===== src/rtl/mux3_rr_arbiter.sv =====
// Round-robin owner arbitration for a shared 3:1 mux (u, v, w). The grant, the mux selects and busy
// are all registered. One owner may hold the mux for at most HOLD_MAX cycles while another requester is waiting.
module mux3_rr_arbiter #(
  parameter int HOLD_MAX = 4,
  parameter int CNT_W    = 3
) (
  input  logic       clk,
  input  logic       rst_n,
  input  logic       en,
  input  logic [2:0] req,
  output logic [2:0] gnt,
  output logic       s0,
  output logic       s1,
  output logic       busy
);

  typedef enum logic {IDLE = 1'b0, GRANT = 1'b1} state_t;

  localparam logic [CNT_W-1:0] HOLD_C  = CNT_W'(HOLD_MAX);
  localparam logic [CNT_W-1:0] CNT_ONE = {{(CNT_W-1){1'b0}}, 1'b1};

  state_t           state_r;
  logic [CNT_W-1:0] cnt_r;
  logic [1:0]       last_r;

  logic [2:0] others_s;
  logic [1:0] pick_all_s;
  logic [1:0] pick_oth_s;
  logic       take_s;
  logic [1:0] take_idx_s;
  logic       drop_s;
  logic       inc_s;

  function automatic logic [2:0] onehot(input logic [1:0] idx);
    case (idx)
      2'd0:    onehot = 3'b001;
      2'd1:    onehot = 3'b010;
      2'd2:    onehot = 3'b100;
      default: onehot = 3'b000;
    endcase
  endfunction

  function automatic logic [1:0] nxt_idx(input logic [1:0] idx);
    nxt_idx = (idx >= 2'd2) ? 2'd0 : idx + 2'd1;
  endfunction

  // Search from last+1 cyclically. If nothing is found, the search falls back to last.
  function automatic logic [1:0] rr_pick(input logic [2:0] r, input logic [1:0] l);
    logic [1:0] a;
    logic [1:0] b;
    a = nxt_idx(l);
    b = nxt_idx(a);
    if (r[a]) begin
      rr_pick = a;
    end else if (r[b]) begin
      rr_pick = b;
    end else begin
      rr_pick = l;
    end
  endfunction

  // Next-action decode: take a new owner, drop to idle, or keep the current owner
  always_comb begin
    others_s   = req & ~onehot(last_r);
    pick_all_s = rr_pick(req, last_r);
    pick_oth_s = rr_pick(others_s, last_r);
    take_s     = 1'b0;
    take_idx_s = pick_all_s;
    drop_s     = 1'b0;
    inc_s      = 1'b0;
    case (state_r)
      IDLE: begin
        if (en && (req != 3'b000)) begin
          take_s = 1'b1;
        end else begin
          drop_s = 1'b1;
        end
      end
      GRANT: begin
        if (!en) begin
          drop_s = 1'b1;
        end else if ((req & onehot(last_r)) == 3'b000) begin
          // The owner released. Hand over to a waiting requester in the same edge (no idle bubble).
          if (others_s != 3'b000) begin
            take_s     = 1'b1;
            take_idx_s = pick_oth_s;
          end else begin
            drop_s = 1'b1;
          end
        end else if ((cnt_r == HOLD_C) && (others_s != 3'b000)) begin
          take_s     = 1'b1;
          take_idx_s = pick_oth_s;
        end else begin
          inc_s = 1'b1;
        end
      end
      default: begin
        drop_s = 1'b1;
      end
    endcase
  end

  // State, tenure counter and registered outputs. s0/s1 keep their value while idle.
  always_ff @(posedge clk or negedge rst_n) begin
    if (!rst_n) begin
      state_r <= IDLE;
      gnt     <= 3'b000;
      s0      <= 1'b0;
      s1      <= 1'b0;
      busy    <= 1'b0;
      cnt_r   <= {CNT_W{1'b0}};
      last_r  <= 2'd2;
    end else if (take_s) begin
      state_r <= GRANT;
      gnt     <= onehot(take_idx_s);
      s0      <= (take_idx_s == 2'd1);
      s1      <= (take_idx_s == 2'd2);
      busy    <= 1'b1;
      cnt_r   <= CNT_ONE;
      last_r  <= take_idx_s;
    end else if (drop_s) begin
      state_r <= IDLE;
      gnt     <= 3'b000;
      busy    <= 1'b0;
      cnt_r   <= {CNT_W{1'b0}};
    end else if (inc_s && (cnt_r != HOLD_C)) begin
      cnt_r <= cnt_r + CNT_ONE;
    end
  end

endmodule

===== config.mk =====
export PLATFORM = sky130hd
export DESIGN_NAME = mux3_rr_arbiter
export DESIGN_NICKNAME = d
export VERILOG_FILES = /design/src/rtl/mux3_rr_arbiter.sv
export SDC_FILE = /design/constraint.sdc
export NUM_CORES = 1
export LEC_CHECK = 0
export ABC_AREA = 1
export BUFFER_PORTS_ARGS = -buffer_cell sky130_fd_sc_hd__buf_2
export CAP_MARGIN = 20
export CORE_AREA = 2 2 48 50
export CTS_CLUSTER_SIZE = 16
export DETAILED_ROUTE_END_ITERATION = 8
export DIE_AREA = 0 0 50 52
export PLACE_DENSITY = 0.52
export SETUP_SLACK_MARGIN = 0.4
export SYNTH_ARGS = -nofsm -noshare
export SYNTH_HDL_FRONTEND = slang
export SYNTH_SLANG_ARGS = --single-unit

===== constraint.sdc =====
create_clock -name clk -period 1.5 [get_ports clk]
set_clock_uncertainty 0.15 [all_clocks]
set_input_delay 0.225 -clock clk [delete_from_list [all_inputs] [get_ports clk]]
set_output_delay 0.225 -clock clk [all_outputs]
set_load 0.01 [all_outputs]

==> results.yml, run 1 <==
critical_path:
  worst-setup-path-type: "flip-flop to flip-flop"
  critPathMaxFanout: 8
  worstSetupStartpoint: "last_r[1]"
  arrival_ns: 1.57
  end_kind: "flip-flop"
  reg2reg_setup_slack_ns: -0.05
  critPathMostFrequentCell: "nand2_1"
  r2r-end: "s0"
  r2r-start: "last_r[1]"
  critPathMaxStageDelay_ns: 0.62
  crit_slowest_cell: "dfstp_2"
  path_cells: "inv_4, nand3_1, nand3_1, nand2_1, inv_2, nand2_4, nand2_2, nand2_1, nand2_1"
  r2r_cells: 9
  cp-endpoint: "s0"
  worst_ep_required_time_ns: 1.51
  start_kind: "flip-flop"
sta:
  finalCriticalPeriod_ns: 1.55
  fmax_mhz: 644
  setup_ws_ns: -0.0522
  setup_viol: 7
  min_period_over_period_pct: 103
  finalMaxSlewViolations: 0
  hold_viol: 0
  slew_headroom_pct: 80.9
  rsz0062_at_grt: "true"
  worst_slew_pin_slew_ns: 0.286
synthesis:
  synthesis.nets: 96
  synth-seq-cells: 11
  yosysSeqAreaShare_pct: 40.2
  synth_area_leaders: "dfrtp_1 36%, nand2_1 12%, nand3_1 10%"
  avgSynthCellArea_um2: 7.82
  yosysWarnings: 0
  netlist.top_cell.by_area: "dfrtp_1"
  synthCells: 88
  synthDistinctLibCells: 19
  synth_top_area_share_pct: 36.4
  syn_area_um2: 688
final_layout:
  fin_area_um2: 930
  diodes: 0
  nets: 120
  fin_cells: 139
  syn_to_final_growth_pct: 35.1
  fillers: 222
  drive_gt1_share_pct: 45.0
clock_tree:
  cts_root_buf: "clkbuf_4"
  clkSlewWorstSetupHoldPaths_ns: 0.07
  clk_latency_ns: 0.27
  cts_sinks: 11
  h-tree-depth: 1
  numCtsBuffers: 3
  clockBufferDepth: 2
  cts_tree: "done"
global_route:
  grt_util_all_layers_pct: 14.6
  grt_overflow_total: 0
  first_global_vias: 669
  grt_pass1_wl_um: 2840
  grt_max_degree: 12
  antenna_found_initial: 0
floorplanning:
  die_y_um: 52
  core_um2: 2110
  initial_core_util_pct: 32.7
  die-area_um2: 2600
  die_w_um: 50
  boundaryPins: 12
  row_count: 17
power_and_ir_drop:
  peakVddDrop_v: 0.000743
  p_total_mw: 1.45
  powerDensity_nw_per_um2: 1560
  p_leak_nw: 0.491
status:
  status: "complete, but fails checks"
  violations: "setup timing"
placed_design:
  place_area_um2: 822
  gp_congestion: 0.860
  port_buffers: 11
  dpl.hpwl_um: 1140
  place_inst: 131
  place_ws_ns: -0.0713
routing:
  antenna_left: 0
  drc: 0
  drt_iter0_drc: 15
  dr.pass1.iters: 4
  vias: 643
  wl_per_cell_um: 10.8
  routed_via_density: 4.63
  wl_um: 1500
hold_path:
  worstHoldPathType: "input port to flip-flop"
run:
  cap_viol_max_count: 0
registers in the layout, summed over array words and instances, names as in the netlist:
signal   count
last_r       2
state_r      1
s0           1
gnt          3
cnt_r        3
s1           1
per-layer routing:
layer  track usage, %  part of all wire (%)  vias up
met5                0                     0        -
met2             24.3                    47       16
li1                 -                     -      332
met4             4.63                  0.73        0
met3             5.46                   5.3        2
met1             17.4                    47      293
cells by family after synthesis:
group / after synthesis / share of synthesized area, %
AOI/OAI and AO/OA: 11 / 10.4
xor gates and xnor gates: 2 / 2.55
adders and majority gates: 2 / 3.64
DFF: 11 / 40.2
buffers and inverters: 14 / 7.64
and+or+nand+nor: 48 / 35.6
power breakdown:
part	switching (mW)	total [mW]	leakage [nW]	internal, mW
sequential	0.0755	0.458	0.142	0.382
combinational	0.464	0.795	0.331	0.332
clock	0.101	0.200	0.0177	0.0987
total	0.640	1.45	0.491	0.813
worst min-delay path by stage:
stage	endpoint	cells past startpoint	from
3_3_place_gp	gnt[2]	1	rst_n
2_1_floorplan	cnt_r[0]	0	rst_n
3_5_place_dp	gnt[2]	1	rst_n
4_1_cts	cnt_r[1]	3	en
5_1_grt	cnt_r[1]	3	en
6_report	cnt_r[1]	3	en
metrics by stage:
stage	setup TNS (ns)	utilization, %	hold WS (ns)
after floorplan	0	-	-0.221
after global placement	-0.195	39.0	-0.0409
after detailed placement	-0.200	39.0	-0.0421
after CTS	-0.188	43.3	0.0982
after global routing	-1.36	44.1	0.115
final	-0.286	44.1	0.104
cells in the final DEF (no fill, tap or decap):
| cell type | instances |
|---|---|
| nand2_1 | 20 |
| nand3_1 | 11 |
| buf_2 | 11 |
| dfrtp_1 | 10 |
| inv_1 | 8 |
| buf_4 | 7 |
| nand3_2 | 6 |
| inv_2 | 5 |
| o21ai_2 | 4 |
| nand2_4 | 3 |
| nand2_2 | 3 |
| clkbuf_4 | 3 |
| nor2_1 | 2 |
| o21ai_0 | 2 |
| a211oi_1 | 2 |
| ha_1 | 2 |
| inv_4 | 1 |
| nor2_4 | 1 |
| a21oi_4 | 1 |
| a21oi_2 | 1 |
| nand3_4 | 1 |
| o21ai_1 | 1 |
| nor2_2 | 1 |
| xor2_1 | 1 |
| xnor2_1 | 1 |
| clkinv_2 | 1 |
| dlygate4sd3_1 | 1 |
| dfstp_2 | 1 |
critical path, delay by kind of cell (launching register included):
family	cells	cell delay, ns
buf+inv	2	0.14
flops	1	0.62
simple gates	7	0.53
Yosys cell counts, drive strengths merged:
master and count:
nand2 26, nand3 18, inv 14, dfrtp 10, o21ai 7, nor2 4, a211oi 2, a21oi 2
ha 2, dfstp 1, xnor2 1, xor2 1
cell type report:
| cell class | count | area (µm²) | share of cell area [%] |
|---|---|---|---|
| Multi-Input combinational cell | 63 | 418 | 45.0 |
| Sequential cell | 11 | 277 | 29.7 |
| Timing Repair Buffer | 19 | 118 | 12.7 |
| Inverter | 14 | 55.1 | 5.92 |
| Tap cell | 28 | 35.0 | 3.77 |
| Clock buffer | 3 | 22.5 | 2.42 |
| Clock inverter | 1 | 5.00 | 0.538 |
what timing repair did:
item,4_1_cts,5_1_grt
buffers inserted,3,0
endpoints found under the hold margin,11,0
endpoints found under the setup margin,16,16
gates resized for setup,7,6
hold buffers,1,0
pin swaps,4,2
Power figures use the tool's default switching activity.
==> run 2, diff against run 1 <==
--- a/config.mk
+++ b/config.mk
@@ -11,2 +11,3 @@
 export CORE_AREA = 2 2 48 50
+export CTS_BUF_LIST = sky130_fd_sc_hd__clkbuf_4 sky130_fd_sc_hd__clkbuf_8
 export CTS_CLUSTER_SIZE = 16
==> constraint.sdc (replaced) <==
create_clock -name clk -period 1.5 [get_ports clk]
set_clock_uncertainty 0.15 [all_clocks]
set_input_delay 0.15 -clock clk [delete_from_list [all_inputs] [get_ports clk]]
set_output_delay 0.15 -clock clk [all_outputs]
set_load 0.01 [all_outputs]
==> results.yml, run 2 (same netlist as run 1, synthesis figures left out) <==
critical_path:
  end_kind: "flip-flop"
  arrival_ns: 1.61
  crit_slowest_cell: "dfstp_2"
  worst-setup-path-type: "flip-flop to flip-flop"
  critPathMaxStageDelay_ns: 0.63
  start_kind: "flip-flop"
  path_cells: "nand3_2, nand3_2, nand2_2, inv_2, nand2_8, buf_4, o21ai_2, inv_1"
  worst_ep_required_time_ns: 1.51
  critPathMostFrequentCell: "nand3_2"
  critPathMaxFanout: 6
routing:
  routed_via_density: 4.68
  drt_iter0_drc: 0
  dr.pass1.iters: 1
  drc: 0
  antenna_left: 0
  m1WireLength_um: 709
  dr_wl_met3_um: 69
  wl_met2_um: 857
  wl_per_cell_um: 11.6
  vias: 660
  top_layer: "met3"
  wl_um: 1640
status:
  status: "complete, but fails checks"
  violations: "setup timing"
global_route:
  first_global_vias: 668
  grt_pass1_wl_um: 2900
  grt_max_degree: 12
  grt_overflow_total: 0
  grt_util_all_layers_pct: 14.8
  antenna_found_initial: 0
clock_tree:
  cts_root_buf: "clkbuf_4"
  numCtsBuffers: 3
  clk_latency_ns: 0.27
  cts_sinks: 11
  cts_tree: "done"
  clkSlewWorstSetupHoldPaths_ns: 0.07
  clockBufferDepth: 2
  h-tree-depth: 1
power_and_ir_drop:
  p_leak_nw: 0.510
  peakVddDrop_v: 0.000820
  p_total_mw: 1.53
  powerDensity_nw_per_um2: 1580
final_layout:
  syn_to_final_growth_pct: 41.1
  finish.utilization_pct: 46.1
  diodes: 0
  fin_area_um2: 971
  drive_gt1_share_pct: 47.8
  final_common_cell: "nand2_1"
  reg_top3: "cnt_r x3, gnt x3, last_r x2"
  nets: 122
  final_cell_mix: "18 x nand2_1, 11 x buf_2, 10 x inv_1"
  fillers: 220
floorplanning:
  core_um2: 2110
  die_y_um: 52
  initial_core_util_pct: 32.7
  die-area_um2: 2600
  die_w_um: 50
  boundaryPins: 12
  row_count: 17
sta:
  fmax_mhz: 627
  hold_viol: 0
  finalMaxSlewViolations: 0
  min_period_over_period_pct: 106
  rsz0062_at_grt: "true"
  finalCriticalPeriod_ns: 1.59
  hold_ws_ns: 0.0557
  setup_ws_ns: -0.0948
  worst_slew_pin_slew_ns: 0.258
  slew_headroom_pct: 82.8
  setup_viol: 8
run:
  cap_viol_max_count: 0
placed_design:
  port_buffers: 11
  dpl.hpwl_um: 1140
  place_area_um2: 822
  gp_congestion: 0.865
hold_path:
  worstHoldPathType: "input port to flip-flop"
[run 2: critical path: cells and delay by family, from the launching register on]
kind,cells,cell delay (ns)
AO/OA/AOI/OAI,1,0.10
buffers and inverters,3,0.31
flip-flops,1,0.63
AND/OR/NAND/NOR,4,0.31
[run 2: repair_timing]
item,4_1_cts,5_1_grt
gates resized for setup,4,13
cloned,0,0
setup buffers,3,2
hold buffers,1,0
setup endpoints to repair,11,16
endpoints found under the hold margin,11,0
pin swaps,1,1
[run 2: layout make-up]
cell class / instances / area [µm²] / share of cell area, %
timing repair buffer: 21 / 133 / 13.7
clock buffer: 4 / 30.0 / 3.09
sequential: 11 / 278 / 28.6
multi-input combinational: 63 / 440 / 45.4
tap: 28 / 35.0 / 3.61
inverter: 14 / 55.1 / 5.67
[run 2: metrics by stage]
stage,setup slack (ns),setup TNS (ns),instances
after floorplan,0.0969,0,88
after global placement,-0.0733,-0.190,131
after detailed placement,-0.0838,-0.239,131
after CTS,-0.0435,-0.182,139
after global routing,-0.179,-1.36,141
final,-0.0948,-0.519,141
[run 2: routing by layer]
layer	vias up	track usage, %
met5	-	0
met4	0	4.17
li1	339	-
met3	0	4.60
met1	308	16.9
met2	13	26.5
[run 2: path summary, 6_finish.rpt]
check | startpoint | endpoint | slack [ns] | depth (start not counted)
min in group asynchronous | rst_n | cnt_r[0] | 0.13 | 2
max in group asynchronous | rst_n | last_r[1] | 0.81 | 2
max | last_r[1] | cnt_r[0] | -0.09 | 8
min | en | cnt_r[1] | 0.06 | 3
min reg2reg | s0 | s0 | 0.33 | 2
max reg2reg | last_r[1] | cnt_r[0] | -0.09 | 8
[run 2: power breakdown]
group          internal, mW  switching, mW
sequential            0.385         0.0759
clock                 0.121         0.0955
combinational         0.364          0.491
total                 0.870          0.662
